## config.mk

```make
export PLATFORM = sky130hd
export DESIGN_NAME = ahb_apb_bridge
export DESIGN_NICKNAME = d
export VERILOG_FILES = /design/src/rtl/ahb_apb_bridge.sv
export SDC_FILE = /design/constraint.sdc
export NUM_CORES = 1
export LEC_CHECK = 0
export CORE_ASPECT_RATIO = 1.4
export CORE_UTILIZATION = 29
export CTS_BUF_LIST = sky130_fd_sc_hd__clkbuf_8
export CTS_CLUSTER_DIAMETER = 60
export DETAILED_ROUTE_END_ITERATION = 8
export PLACE_DENSITY = 0.8
export SLEW_MARGIN = 5
export SYNTH_ARGS = -nofsm -noshare
export SYNTH_HDL_FRONTEND = slang
export SYNTH_SLANG_ARGS = --single-unit
```

## constraint.sdc

```tcl
create_clock -name HCLK -period 1.7 [get_ports HCLK]
set_input_delay 0.17 -clock HCLK [delete_from_list [all_inputs] [get_ports HCLK]]
set_output_delay 0.17 -clock HCLK [all_outputs]
set_load 0.01 [all_outputs]
```

## src/rtl/ahb_apb_bridge.sv

```systemverilog
// ---------------------------------------------------------------------------
// ahb_apb_bridge
//
// AHB-Lite slave that turns each 32-bit word transfer into one APB
// SETUP/ACCESS sequence toward a single APB slave (the SPI master). The AHB
// data phase is stretched with wait states until the APB access finishes. An
// APB slave error becomes the two-cycle AHB ERROR response. A transfer with an
// illegal size or alignment is answered with ERROR and never reaches APB.
//
// Ports
//   HCLK, HRESETn      shared clock, asynchronous active-low reset
//   HSEL, HADDR,
//   HTRANS, HWRITE,
//   HSIZE, HREADY      AHB address phase (HREADY qualifies the capture)
//   HWDATA             AHB write data (data phase)
//   HREADYOUT, HRESP,
//   HRDATA             AHB slave response
//   PADDR, PWDATA,
//   PWRITE, PSEL,
//   PENABLE            APB master request
//   PRDATA, PREADY,
//   PSLVERR            APB slave response
//
// Timing: address phase in cycle N, LATCH N+1, SETUP N+2, ACCESS N+3. A
// zero-wait APB slave completes at N+3 (two AHB wait states); each PREADY-low
// cycle in ACCESS adds one more.
// ---------------------------------------------------------------------------
module ahb_apb_bridge #(
  parameter int APB_ADDR_WIDTH = 12
) (
  input  logic                      HCLK,
  input  logic                      HRESETn,
  // AHB-Lite slave
  input  logic                      HSEL,
  input  logic [31:0]               HADDR,
  input  logic [1:0]                HTRANS,
  input  logic                      HWRITE,
  input  logic [2:0]                HSIZE,
  input  logic [31:0]               HWDATA,
  input  logic                      HREADY,
  output logic                      HREADYOUT,
  output logic [31:0]               HRDATA,
  output logic                      HRESP,
  // APB master
  output logic [APB_ADDR_WIDTH-1:0] PADDR,
  output logic [31:0]               PWDATA,
  output logic                      PWRITE,
  output logic                      PSEL,
  output logic                      PENABLE,
  input  logic [31:0]               PRDATA,
  input  logic                      PREADY,
  input  logic                      PSLVERR
);

  typedef enum logic [2:0] {
    S_IDLE   = 3'd0,
    S_LATCH  = 3'd1,
    S_SETUP  = 3'd2,
    S_ACCESS = 3'd3,
    S_ERR1   = 3'd4,
    S_ERR2   = 3'd5
  } state_e;

  state_e                    state_q, state_d;
  logic [APB_ADDR_WIDTH-1:0] paddr_q, paddr_d;
  logic                      pwrite_q, pwrite_d;
  logic [31:0]               pwdata_q, pwdata_d;

  logic capture;
  logic legal;
  logic apb_ok;
  logic accept;

  // Only the low address bits reach APB and HTRANS[0] (SEQ vs NONSEQ) makes
  // no difference to a bridge that handles every beat as a single transfer.
  logic unused_bits;
  assign unused_bits = ^{HADDR[31:APB_ADDR_WIDTH], HTRANS[0]};

  // A valid AHB address phase aimed at this slave.
  assign capture = HSEL & HTRANS[1] & HREADY;

  // Only aligned 32-bit word transfers are supported.
  assign legal   = (HSIZE == 3'b010) && (HADDR[1:0] == 2'b00);

  // ACCESS cycle in which the APB slave finishes without error.
  assign apb_ok  = (state_q == S_ACCESS) & PREADY & ~PSLVERR;

  // A new address phase is accepted only when this cycle also ends the
  // previous AHB data phase (HREADYOUT high): idle, second ERROR cycle, or
  // OKAY completion of an APB access.
  assign accept  = capture & ((state_q == S_IDLE) | (state_q == S_ERR2) | apb_ok);

  // -------------------------------------------------------------------------
  // State and APB request registers
  // -------------------------------------------------------------------------
  always_ff @(posedge HCLK or negedge HRESETn) begin
    if (!HRESETn) begin
      state_q  <= S_IDLE;
      paddr_q  <= '0;
      pwrite_q <= 1'b0;
      pwdata_q <= '0;
    end else begin
      state_q  <= state_d;
      paddr_q  <= paddr_d;
      pwrite_q <= pwrite_d;
      pwdata_q <= pwdata_d;
    end
  end

  // -------------------------------------------------------------------------
  // Next-state logic
  // -------------------------------------------------------------------------
  always_comb begin
    state_d = state_q;
    case (state_q)
      S_IDLE, S_ERR2: begin
        // The master may already present the next transfer in the second
        // ERROR cycle, or cancel it with IDLE.
        if (capture) state_d = legal ? S_LATCH : S_ERR1;
        else         state_d = S_IDLE;
      end
      S_LATCH:  state_d = S_SETUP;
      S_SETUP:  state_d = S_ACCESS;
      S_ACCESS: begin
        if (PREADY) begin
          if (PSLVERR)      state_d = S_ERR2;
          else if (capture) state_d = legal ? S_LATCH : S_ERR1;
          else              state_d = S_IDLE;
        end
      end
      S_ERR1:   state_d = S_ERR2;
      default:  state_d = S_IDLE;
    endcase
  end

  // Captured address/direction are updated only for legal transfers, so PADDR
  // and PWRITE never move on account of a transfer that is rejected. They stay
  // frozen from LATCH until the next accepted transfer, which keeps them stable
  // throughout SETUP and ACCESS.
  always_comb begin
    paddr_d  = paddr_q;
    pwrite_d = pwrite_q;
    pwdata_d = pwdata_q;
    if (accept && legal) begin
      paddr_d  = HADDR[APB_ADDR_WIDTH-1:0];
      pwrite_d = HWRITE;
    end
    // HWDATA belongs to the AHB data phase, which is the LATCH cycle.
    if ((state_q == S_LATCH) && pwrite_q) begin
      pwdata_d = HWDATA;
    end
  end

  // -------------------------------------------------------------------------
  // Output logic
  // -------------------------------------------------------------------------
  always_comb begin
    HREADYOUT = 1'b1;
    HRESP     = 1'b0;
    HRDATA    = '0;
    PSEL      = 1'b0;
    PENABLE   = 1'b0;
    case (state_q)
      S_LATCH: begin
        HREADYOUT = 1'b0;
      end
      S_SETUP: begin
        HREADYOUT = 1'b0;
        PSEL      = 1'b1;
      end
      S_ACCESS: begin
        PSEL      = 1'b1;
        PENABLE   = 1'b1;
        // PSLVERR only matters together with PREADY; an erroring access
        // turns this cycle into the first (not-ready) ERROR cycle.
        HREADYOUT = PREADY & ~PSLVERR;
        HRESP     = PREADY & PSLVERR;
        if (apb_ok && !pwrite_q) begin
          HRDATA = PRDATA;
        end
      end
      S_ERR1: begin
        HREADYOUT = 1'b0;
        HRESP     = 1'b1;
      end
      S_ERR2: begin
        HRESP     = 1'b1;
      end
      default: begin
        HREADYOUT = 1'b1;
      end
    endcase
  end

  assign PADDR  = paddr_q;
  assign PWRITE = pwrite_q;
  assign PWDATA = pwdata_q;

endmodule

```

---- Word level (Yosys, flattened, before mapping) ----
Index checks and enable logic that the tools add are counted.
storage, ports and cells
  word-level logic and storage cells ...... 43
  register bits ........................... 48
  input port bits ......................... 108
operators by class
  reduce and logical (&&, ||, !) cells .... 11
  multiplexer cells ....................... 11
  bitwise gates (word level) .............. 10
  equal/unequal tests ..................... 7
operators by type and width
  operator              count
  $mux W32              2
  $pmux W3 S5           1
  $mux W3               4
  $eq A3 B2 Y1 const B  3
  $and A1 B1 Y1         7
  $eq A3 B3 Y1 const B  2
  $reduce_or A2 Y1      3
  $logic_and A1 B1 Y1   4
  $pmux W1 S2           2
  $eq A3 B1 Y1 const B  1
  $logic_not A3 Y1      1
  $reduce_or A3 Y1      1
  $logic_not A2 Y1      1
  $mux W1               2
  $ne A2 B2 Y1 const B  1
  $or A1 B1 Y1          2
  $logic_not A1 Y1      1
  $not A1 Y1            1

---- Longest topological paths before layout ----
  depth in word-level cells ............... 7
  mapped depth ............................ 6

---- Worst setup path before layout ----
No wires, ideal clock.
  path kind ............................... register -> register
  from .................................... reg state_q[1]
  to ...................................... reg paddr_q[10], in the netlist PADDR[10]
  data arrival time ....................... 1.549 ns
  cell stages (with the launch flop) ...... 7
  setup time .............................. 0.125 ns
  setup slack ............................. 0.026 ns
  buffers on the path ..................... 2
  path through ............................ dfrtp_1 > buf_2 > nor2_1 > nor2_1 > a221o_1 > buf_6 > mux2_4
on the way
  word-level cells in the longest chain between the ends .. 6
ends and longest elaborated chain
  element                      RTL line  source
  from (decl)                  64        state_e state_q, state_d;
  from (signal assigned)       103       state_q <= state_d;
  $eq A3 B2 Y1                 86        assign apb_ok = (state_q == S_ACCESS) & PREADY & ~PSLVERR;
  $and A1 B1 Y1 (2 in series)  86
  $or A1 B1 Y1 *               91        assign accept = capture & ((state_q == S_IDLE) | (state_q == S_ERR2) | apb_ok);
  $and A1 B1 Y1 *              91
  $logic_and A1 B1 Y1 *        144       if (accept && legal) begin
  to (signal assigned)         104       paddr_q <= paddr_d;
  to (decl)                    65        logic [APB_ADDR_WIDTH-1:0] paddr_q, paddr_d;
Every way passes the cells marked *; elsewhere a longest branch is shown, timed or not.
A chain may end at the register's enable or synchronous reset.

---- Final worst setup path ----
  from .................................... reg state_q[1]
  to ...................................... out HRDATA[25]
on the way
  word-level cells in the longest chain between the ends .. 6
ends and longest elaborated chain
  element                      RTL line  source
  $eq A3 B2 Y1 *               86, 163
  $and A1 B1 Y1 (2 in series)  86
  $logic_and A1 B1 Y1          178       if (apb_ok && !pwrite_q) begin
  $mux W32                     178
  $mux W32 *                   163       case (state_q)
  to (decl)                    42        output logic [31:0] HRDATA,
Marked as above.

==> flow_summary.toml <==
[outcome]
outcome = "complete, but fails checks"
violations = "negative setup slack"

[setup_path]
cp_max_fo = 8
path_cells = "nand2_2, nor3b_4, nor3b_4, buf_6, buf_6, buf_6, and2_4, buf_6"
slowest_delay_ns = 0.37
cp_slowest_cell = "dfrtp_1"
cp.required_ns = 1.53
worstPathArrival_ns = 1.80
critical_path.startpoint_type = "flip-flop"
crit_path_frequent_cell = "buf_6"
crit_type = "reg2out"
end_kind = "output port"

[placement]
dp_hpwl_um = 4890
gp_congestion = 0.811
dp_slack_ns = -0.472
dp_cells = 436
place_area_um2 = 4060
io_buffers = 167

[timing]
hold_viol = 0
final.setup.tns_ns = -7.95
grt_setup_unrepaired = "yes"
post-route-min-period_ns = 1.97
slew_violations = 0
setup_viol = 43
timing.final.ws_setup_ns = -0.270
tightestPinTransition_ns = 0.611
maxSlewHeadroom = 0.593
skew_ns = 0.00842
clock.fmax_mhz = 508
period_share = 1.16

[clocking]
clock-sinks = 48
cts.path.max_buffers = 2
clock-root-buffer = "clkbuf_8"
numCtsBuffers = 5
clkTransAtPathRegs_ns = 0.08
clock_latency_ns = 0.30
cts_tree = "built"
ctsHtreeMaxLevel = 2

[grt]
grt_pass1_wl_um = 10500
grt_pass1_vias = 2281
grt_overflow = 0
grtUsageTotal = 0.178
antenna_found_initial = 0
grt_max_degree = 49

[finish]
layout.nets = 463
n_fill_cell = 631
area_growth_pct = 99.6
final_cell_count_no_fill = 453
drive_gt1_frac = 0.393
insertedDiodeCount = 0
design_area_um2 = 4360
layout_common_cells = "clkdlybuf4s50_1, dfrtp_1, mux2_2, buf_6, and2_4"
final_common_cell = "clkdlybuf4s50_1"

[routing]
wl_um = 6730
drtPass1Iterations = 4
vias_per_cell = 4.47
vias = 2023
drt_iter0_drc = 53
detail-route-antenna-nets = 0
drc = 0
wl_per_cell_um = 14.9

[floorplan]
die_area_um2 = 7880
fp.coreArea_um2 = 7310
start_util = 0.298
pin_count = 189
die_w_um = 75.3
die_h_um = 105
rows = 37

[synth]
yosysUniqueCellTypes = 26
synth_top_area_share = 0.550
yosysSeqAreaShare = 0.550
synth.avg_cell_area_um2 = 13.1
synth_area_leaders = "dfrtp_1, mux2_2, and2_1, mux2_4, buf_2"
ys_ff_latch = 48
syn_nets = 275
synth_warnings = 0
synth_area_um2 = 2180
synth_top_area_cell = "dfrtp_1"
netlist_instances = 167

[worst_hold_path]
hp-class = "in2reg"

[job]
cap_viol_max_count = 0

[power]
p_leak_nw = 2.03
ir_worst_vdd_uv = 476
power_density_nw_per_um2 = 1140
## routing by layer
| metal | wire length (µm) | vias to the layer above | GRT usage |
|---|---|---|---|
| met2 | 3700 | 124 | 0.328 |
| met4 | 176 | 0 | 0.0794 |
| met3 | 441 | 13 | 0.0424 |
| met1 | 2410 | 948 | 0.179 |
| met5 | 0 | - | 0 |
| li1 | - | 938 | - |
## worst max-delay path: cells and delay by family (launching register included)
kind	cells	cell delay, ns
simple gates	4	0.67
flops	1	0.37
buf+inv	4	0.43
## through the flow
stage               hold slack [ns]  total power (W)   util
finish                        0.472          0.00497  0.596
global route                  0.461          0.00527  0.596
CTS                           0.461          0.00497  0.587
detailed placement            0.312          0.00397  0.555
global placement              0.300          0.00390  0.555
floorplan                    -0.126          0.00255      -
## final timing paths
path | startpoint | endpoint | slack (ns) | cells after the start
worst min-delay path | HWDATA[20] | PWDATA[20]$_DFFE_PN0P_ | 0.47 | 2
min in group asynchronous | HRESETn | PWDATA[30]$_DFFE_PN0P_ | 0.53 | 3
worst min register to register | PADDR[1]$_DFFE_PN0P_ | PADDR[1]$_DFFE_PN0P_ | 0.49 | 1
max in group asynchronous | HRESETn | PADDR[8]$_DFFE_PN0P_ | 0.75 | 3
worst max register to register | state_q[1]$_DFFE_PN0P_ | PADDR[10]$_DFFE_PN0P_ | -0.10 | 6
worst max-delay path | state_q[1]$_DFFE_PN0P_ | HRDATA[25] | -0.27 | 8
## flip-flops by register name, summed over array words and instances (netlist names)
| name | cells |
|---|---|
| PWDATA | 32 |
| PADDR | 12 |
| state_q | 3 |
| PWRITE | 1 |
## where the power goes
group | switching [W] | total [W] | internal (W)
Clock | 0.000365 | 0.000884 | 0.000519
Combinational | 0.000878 | 0.00237 | 0.00150
Sequential | 0.000189 | 0.00171 | 0.00152
## final cells by class
cell class                      count  area, µm²  area share
Clock buffer                        7       96.3      0.0221
Clock inverter                      1       30.0     0.00689
Tap cell                           97        121      0.0278
Multi-Input combinational cell    107       1020       0.233
Sequential cell                    48       1200       0.276
Timing Repair Buffer              192       1890       0.433
Inverter                            1       3.75    0.000861
## what timing repair did
item | in CTS | in global routing
hold buffers | 1 | 0
hold endpoints to repair | 48 | 0
gates cloned | 2 | 1
setup endpoints to repair | 44 | 77
resized for setup | 188 | 15
pin swaps | 31 | 1
buffers inserted | 6 | 2
## kinds of logic (layout without fill, tap and decap cells)
group	after synthesis	count (layout)	share of synthesized area
flops	48	48	0.550
buf+inv	12	201	0.0275
mux	43	43	0.236
simple gates	57	57	0.165
compound gates	7	7	0.0218
## synth_stat cells
cell type  number
o211ai_1        1
nand3_2         1
o21ai_0         2
and3_1          3
nor3_1          1
nand3_1         1
nand4b_1        1
nand2b_1        3
mux2_4          8
a221o_1         1
nor2_1          4
nor4_4          1
inv_1           1
clkbuf_1        4
a21oi_1         2
nor2b_1         1
nor3b_1         1
nor3b_2         1
nand2_1         5
mux2_1          1
buf_6           1
buf_2           6
dfrtp_1        48
o211a_1         1
mux2_2         34
and2_1         34
(Power assumes the default switching activity.)
